**src/rtl/enc_tx_pkg.sv**
```systemverilog
// Shared symbol codes and scheduler state encoding for the 8B/10B transmit scheduler.
package enc_tx_pkg;

   localparam logic [7:0] K28_5   = 8'hBC;
   localparam logic [7:0] K_SOF   = 8'hFB;
   localparam logic [7:0] K_EOF   = 8'hFD;
   localparam logic [7:0] K_FILL  = 8'hF7;
   localparam logic [7:0] K_ABORT = 8'hFE;

   typedef enum logic [2:0] {
      ST_ALIGN,
      ST_IDLE,
      ST_SOF,
      ST_CHID,
      ST_DATA,
      ST_EOF,
      ST_ABORT
   } state_e;

endpackage

```
**src/rtl/rr_arb2.sv**
```systemverilog
// Two-requester round-robin grant. Combinational; the parent latches the grant at SOF.
module rr_arb2 (
   input  logic valid0_i,
   input  logic valid1_i,
   input  logic last_grant_i,
   output logic grant_o,
   output logic any_o
);

   // On contention the requester that did not win last time goes next.
   always_comb begin
      any_o   = valid0_i | valid1_i;
      grant_o = (valid0_i & valid1_i) ? ~last_grant_i : valid1_i;
   end

endmodule

```
**src/rtl/enc_tx_scheduler.sv**
```systemverilog
// Transmit-side sequencer feeding the 8B/10B encoder one symbol per BYTECLK:
// comma alignment burst, K28.5 idle fill, SOF/EOF framing of two requesters.
// Optional channel-ID byte after SOF is built when ENC_TX_CHID_EN is defined.
//
// state    | meaning
// ALIGN    | sending K28.5 alignment burst, counting while link_en is high
// IDLE     | K28.5 fill, counting inter-frame gap, arbitrating for next SOF
// SOF      | reserved; SOF is emitted on the IDLE exit edge
// CHID     | channel-ID data byte {7'b0,grant} (ENC_TX_CHID_EN only)
// DATA     | forwarding granted requester's bytes, F7 fill when it stalls
// EOF      | closing the frame with K29.7
// ABORT    | reserved; the abort symbol is emitted on the exit edge to ALIGN
module enc_tx_scheduler
   import enc_tx_pkg::*;
#(
   parameter int ALIGN_LEN = 4,
   parameter int IFG_MIN   = 2
) (
   input  logic       BYTECLK,
   input  logic       rst_n,
   input  logic       link_en,
   input  logic       req0_valid,
   input  logic [7:0] req0_data,
   input  logic       req0_last,
   output logic       req0_ready,
   input  logic       req1_valid,
   input  logic [7:0] req1_data,
   input  logic       req1_last,
   output logic       req1_ready,
   output logic [7:0] enc_data,
   output logic       enc_k,
   output logic       align_done,
   output logic       busy
);

   localparam int ACNT_W = $clog2(ALIGN_LEN + 1);
   localparam int GAP_W  = $clog2(IFG_MIN + 1);
   localparam logic [ACNT_W-1:0] ACNT_END = ACNT_W'(ALIGN_LEN);
   localparam logic [GAP_W-1:0]  GAP_END  = GAP_W'(IFG_MIN);

   state_e            state_q, state_d;
   logic [ACNT_W-1:0] align_cnt_q, align_cnt_d;
   logic [GAP_W-1:0]  gap_q, gap_d;
   logic              align_done_q, align_done_d;
   logic              grant_q, grant_d;
   logic              last_grant_q, last_grant_d;
   logic [7:0]        enc_data_q, enc_data_d;
   logic              enc_k_q, enc_k_d;

   logic              arb_grant, arb_any;
   logic              sel_valid, sel_last;
   logic [7:0]        sel_data;

   rr_arb2 u_arb (
      .valid0_i     (req0_valid),
      .valid1_i     (req1_valid),
      .last_grant_i (last_grant_q),
      .grant_o      (arb_grant),
      .any_o        (arb_any)
   );

   // Granted requester's byte stream and handshake; ready only while forwarding.
   always_comb begin
      sel_valid  = grant_q ? req1_valid : req0_valid;
      sel_data   = grant_q ? req1_data  : req0_data;
      sel_last   = grant_q ? req1_last  : req0_last;
      req0_ready = (state_q == ST_DATA) && link_en && !grant_q;
      req1_ready = (state_q == ST_DATA) && link_en &&  grant_q;
      busy       = (state_q == ST_SOF) || (state_q == ST_CHID) ||
                   (state_q == ST_DATA) || (state_q == ST_EOF);
   end

   // Next state and next symbol; the symbol register loads on every edge.
   always_comb begin
      state_d      = state_q;
      align_cnt_d  = align_cnt_q;
      gap_d        = gap_q;
      align_done_d = align_done_q;
      grant_d      = grant_q;
      last_grant_d = last_grant_q;
      enc_data_d   = K28_5;
      enc_k_d      = 1'b1;
      if (!link_en) begin
         // A frame in flight is terminated with one abort symbol.
         if (busy) begin
            enc_data_d = K_ABORT;
         end
         state_d      = ST_ALIGN;
         align_cnt_d  = '0;
         align_done_d = 1'b0;
      end else begin
         case (state_q)
            ST_ALIGN: begin
               if (align_cnt_q == ACNT_END) begin
                  state_d      = ST_IDLE;
                  align_done_d = 1'b1;
                  gap_d        = GAP_END;
               end else begin
                  align_cnt_d = align_cnt_q + 1'b1;
               end
            end
            ST_IDLE: begin
               if (gap_q >= GAP_END && arb_any) begin
                  grant_d    = arb_grant;
                  enc_data_d = K_SOF;
`ifdef ENC_TX_CHID_EN
                  state_d    = ST_CHID;
`else
                  state_d    = ST_DATA;
`endif
               end else if (gap_q < GAP_END) begin
                  gap_d = gap_q + 1'b1;
               end
            end
`ifdef ENC_TX_CHID_EN
            ST_CHID: begin
               enc_data_d = {7'b0, grant_q};
               enc_k_d    = 1'b0;
               state_d    = ST_DATA;
            end
`endif
            ST_DATA: begin
               if (sel_valid) begin
                  enc_data_d = sel_data;
                  enc_k_d    = 1'b0;
                  if (sel_last) begin
                     state_d = ST_EOF;
                  end
               end else begin
                  enc_data_d = K_FILL;
               end
            end
            ST_EOF: begin
               enc_data_d   = K_EOF;
               last_grant_d = grant_q;
               gap_d        = '0;
               state_d      = ST_IDLE;
            end
            default: begin
               state_d      = ST_ALIGN;
               align_cnt_d  = '0;
               align_done_d = 1'b0;
            end
         endcase
      end
   end

   // State, counters and the registered encoder interface.
   always_ff @(posedge BYTECLK or negedge rst_n) begin
      if (!rst_n) begin
         state_q      <= ST_ALIGN;
         align_cnt_q  <= '0;
         gap_q        <= GAP_END;
         align_done_q <= 1'b0;
         grant_q      <= 1'b0;
         last_grant_q <= 1'b1;
         enc_data_q   <= K28_5;
         enc_k_q      <= 1'b1;
      end else begin
         state_q      <= state_d;
         align_cnt_q  <= align_cnt_d;
         gap_q        <= gap_d;
         align_done_q <= align_done_d;
         grant_q      <= grant_d;
         last_grant_q <= last_grant_d;
         enc_data_q   <= enc_data_d;
         enc_k_q      <= enc_k_d;
      end
   end

   assign enc_data   = enc_data_q;
   assign enc_k      = enc_k_q;
   assign align_done = align_done_q;

endmodule

```
**config.mk**
```make
export PLATFORM = sky130hd
export DESIGN_NAME = enc_tx_scheduler
export DESIGN_NICKNAME = d
export VERILOG_FILES = /design/src/rtl/enc_tx_pkg.sv /design/src/rtl/rr_arb2.sv /design/src/rtl/enc_tx_scheduler.sv
export SDC_FILE = /design/constraint.sdc
export NUM_CORES = 1
export LEC_CHECK = 0
export ABC_AREA = 1
export CAP_MARGIN = 40
export CORE_UTILIZATION = 30
export CTS_BUF_LIST = sky130_fd_sc_hd__clkbuf_16
export DETAILED_ROUTE_END_ITERATION = 8
export GPL_TIMING_DRIVEN = 0
export HOLD_SLACK_MARGIN = 0.02
export PLACE_DENSITY = 0.56
export SYNTH_ARGS = -nofsm -noshare
export SYNTH_HDL_FRONTEND = slang
export SYNTH_SLANG_ARGS = --single-unit
```
**constraint.sdc**
```tcl
create_clock -name BYTECLK -period 1.7 [get_ports BYTECLK]
set_input_delay 0.34 -clock BYTECLK [delete_from_list [all_inputs] [get_ports BYTECLK]]
set_output_delay 0.34 -clock BYTECLK [all_outputs]
set_load 0.05 [all_outputs]
```
==> results.json <==
{
  "outcome": "completed",
  "worst_ep_arrival_time_ns": 1.33,
  "hpwl_mm": 2.29,
  "area_growth_pct": 46.6,
  "finalWorstSetupSlack_ns": 0.0328,
  "fin_util": 0.470,
  "p_total_mw": 3.03,
  "fin_setup_tns_ns": 0,
  "max_freq_mhz": 600,
  "ys_seq_elements": 19,
  "synthTopCellsByArea": "dfrtp_1 (23%), nand2_1 (20%), dfstp_2 (17%)",
  "worstMarginPinSlew_ns": 0.497,
  "ctsHoldBuffers": 0,
  "hold_path.class": "input port to flip-flop",
  "grt_antenna_before_repair": 0,
  "required_ns": 1.36,
  "path_clk_slew_ns": 0.05,
  "die_area_sq_mm": 0.00429,
  "routed_wirelength_mm": 2.97,
  "rrSetupSlack_ns": 0.15,
  "fin_crit_ns": 1.67,
  "maxCapViolCount": 0,
  "min_path_cells": 2,
  "fp-row-count": 22,
  "dpl_cell_area_sq_mm": 0.00162,
  "r2r_cells": 9,
  "clk_latency_ns": 0.25,
  "core_sq_mm": 0.00377,
  "initial_core_util": 0.321,
  "final_cell_mix": "nand2_1 (62), clkdlybuf4s50_1 (21), inv_1 (16), nand3_1 (12), dlygate4sd2_1 (10)",
  "synth_top_cell_by_area": "dfrtp_1",
  "hp-start": "link_en",
  "syn_nets": 195,
  "end_kind": "output pin",
  "vdd_drop_max_mv": 0.665,
  "path_class": "flip-flop to output pin",
  "finalHoldViolations": 0,
  "grt_pass1_wl_mm": 5.09,
  "cp-start-kind": "flip-flop",
  "grt_overflow": 0,
  "hold-worst-slack_ns": 0.318,
  "cts_root_buf": "clkbuf_16",
  "drv_slew": 0,
  "fin_worst_skew_ns": 0.00199,
  "fillCellCount": 364,
  "gp_congestion": 0.816,
  "powerDensity_mw_per_mm2": 1710,
  "period_share": 0.981,
  "crit_fanout": 7,
  "final_common_cell": "nand2_1",
  "fin_area_sq_mm": 0.00177,
  "dp_cells": 247,
  "vias": 1175,
  "grt_use_total": 0.157,
  "max_slew_margin": 0.670,
  "clock-sinks": 19,
  "grt_start_max_net_pins": 19,
  "portBuffers": 34,
  "cts_buffer_depth": 2,
  "yosysWarnings": 0,
  "synth_area_sq_mm": 0.00121,
  "cellLeakagePower_nw": 0.874,
  "wl_per_cell_um": 11.6,
  "place_ws_ns": -0.576,
  "drive_gt1_frac": 0.213,
  "final_cells": 255,
  "dieWidth_um": 65.5,
  "grt_pass1_vias": 1149,
  "syn_avg_cell_area_sq_um": 7.37,
  "rr_endpoint": "gap_q[0]",
  "ant_nets": 0,
  "die_y_um": 65.5,
  "cts_tree": "done",
  "hold_end": "last_grant_q",
  "ys_seq_area_frac": 0.402,
  "ys_types": 23,
  "ios": 36,
  "r2r-start": "state_q[0]",
  "final_nets": 239,
  "h-tree-depth": 1,
  "cts_inserted_buffers": 3,
  "synth_top_cell_area_share": 0.228,
  "finalSetupViolations": 0,
  "via_per_inst": 4.61,
  "grt_setup_unrepaired": "yes",
  "drc": 0,
  "n_antenna_cell": 0,
  "drtIter0Drc": 39,
  "synthCells": 164,
  "drt_pass1_iterations": 4
}
==> routing by layer <==
metal | part of all wire | track usage | wire length, um
met1 | 0.45 | 0.186 | 1350
met2 | 0.49 | 0.276 | 1440
met4 | 0.016 | 0.0652 | 46
met5 | 0 | 0 | 0
met3 | 0.045 | 0.0260 | 134
==> critical path: stages (launching register included) <==
cell     delay [ns]
dfrtp_2        0.46
inv_4          0.09
ha_4           0.19
nand2_4        0.07
nor2_2         0.10
buf_6          0.16
==> worst max-delay path by stage <==
stage                 end  startpoint  slack, ns
2_1_floorplan  req0_ready  state_q[0]      -0.20
4_1_cts        req0_ready  state_q[0]      -0.02
6_report       req1_ready  state_q[0]       0.03
3_5_place_dp   req0_ready  state_q[0]      -0.58
3_3_place_gp   req1_ready  state_q[0]      -0.59
5_1_grt        req1_ready  state_q[0]      -0.03
==> repair_timing <==
action / 4_1_cts / 5_1_grt
gates resized for setup: 37 / 10
buffers inserted: 1 / 3
setup endpoints to repair: 13 / 10
==> layout make-up <==
class / count / area (sq um) / area share
multi-input cells: 121 / 654 / 0.369
flip-flops and latches: 19 / 488 / 0.275
well taps: 48 / 60.1 / 0.0339
repair buffers: 39 / 377 / 0.213
clock buffers: 3 / 75.1 / 0.0424
plain buffers: 4 / 31.3 / 0.0177
clock inverters: 1 / 3.75 / 0.00212
inverters: 20 / 82.6 / 0.0466
==> power breakdown <==
| part | total, mW | switching [mW] | internal (mW) |
|---|---|---|---|
| sequential | 0.795 | 0.122 | 0.673 |
| clock | 0.480 | 0.167 | 0.313 |
| combinational | 1.75 | 1.14 | 0.614 |
==> cells by family (layout without fill, tap and decap cells) <==
family                     Yosys count  after routing  share of synthesized area
xor gates and xnor gates             1              1                    0.00725
and+or+nand+nor                     95             95                      0.335
AOI/OAI and AO/OA                   17             17                     0.0807
adders and majority gates            8              8                     0.0828
DFF                                 19             19                      0.402
buffers and inverters               24             67                     0.0921
==> registers in the layout, summed over array words and instances, names as in the netlist <==
name          count
enc_data          8
state_q           2
last_grant_q      1
enc_k             1
align_done        1
gap_q             2
align_cnt_q       3
grant_q           1
==> synthesized netlist by cell type, drive strengths merged <==
library cell	n
ha	8
buf	3
xor2	1
clkbuf	1
a31oi	1
inv	20
nand3	13
dfstp	8
o21ai	12
a21oi	4
nor2	12
nand4	4
dfrtp	11
nand2	66
Power figures use the tool's default switching activity.
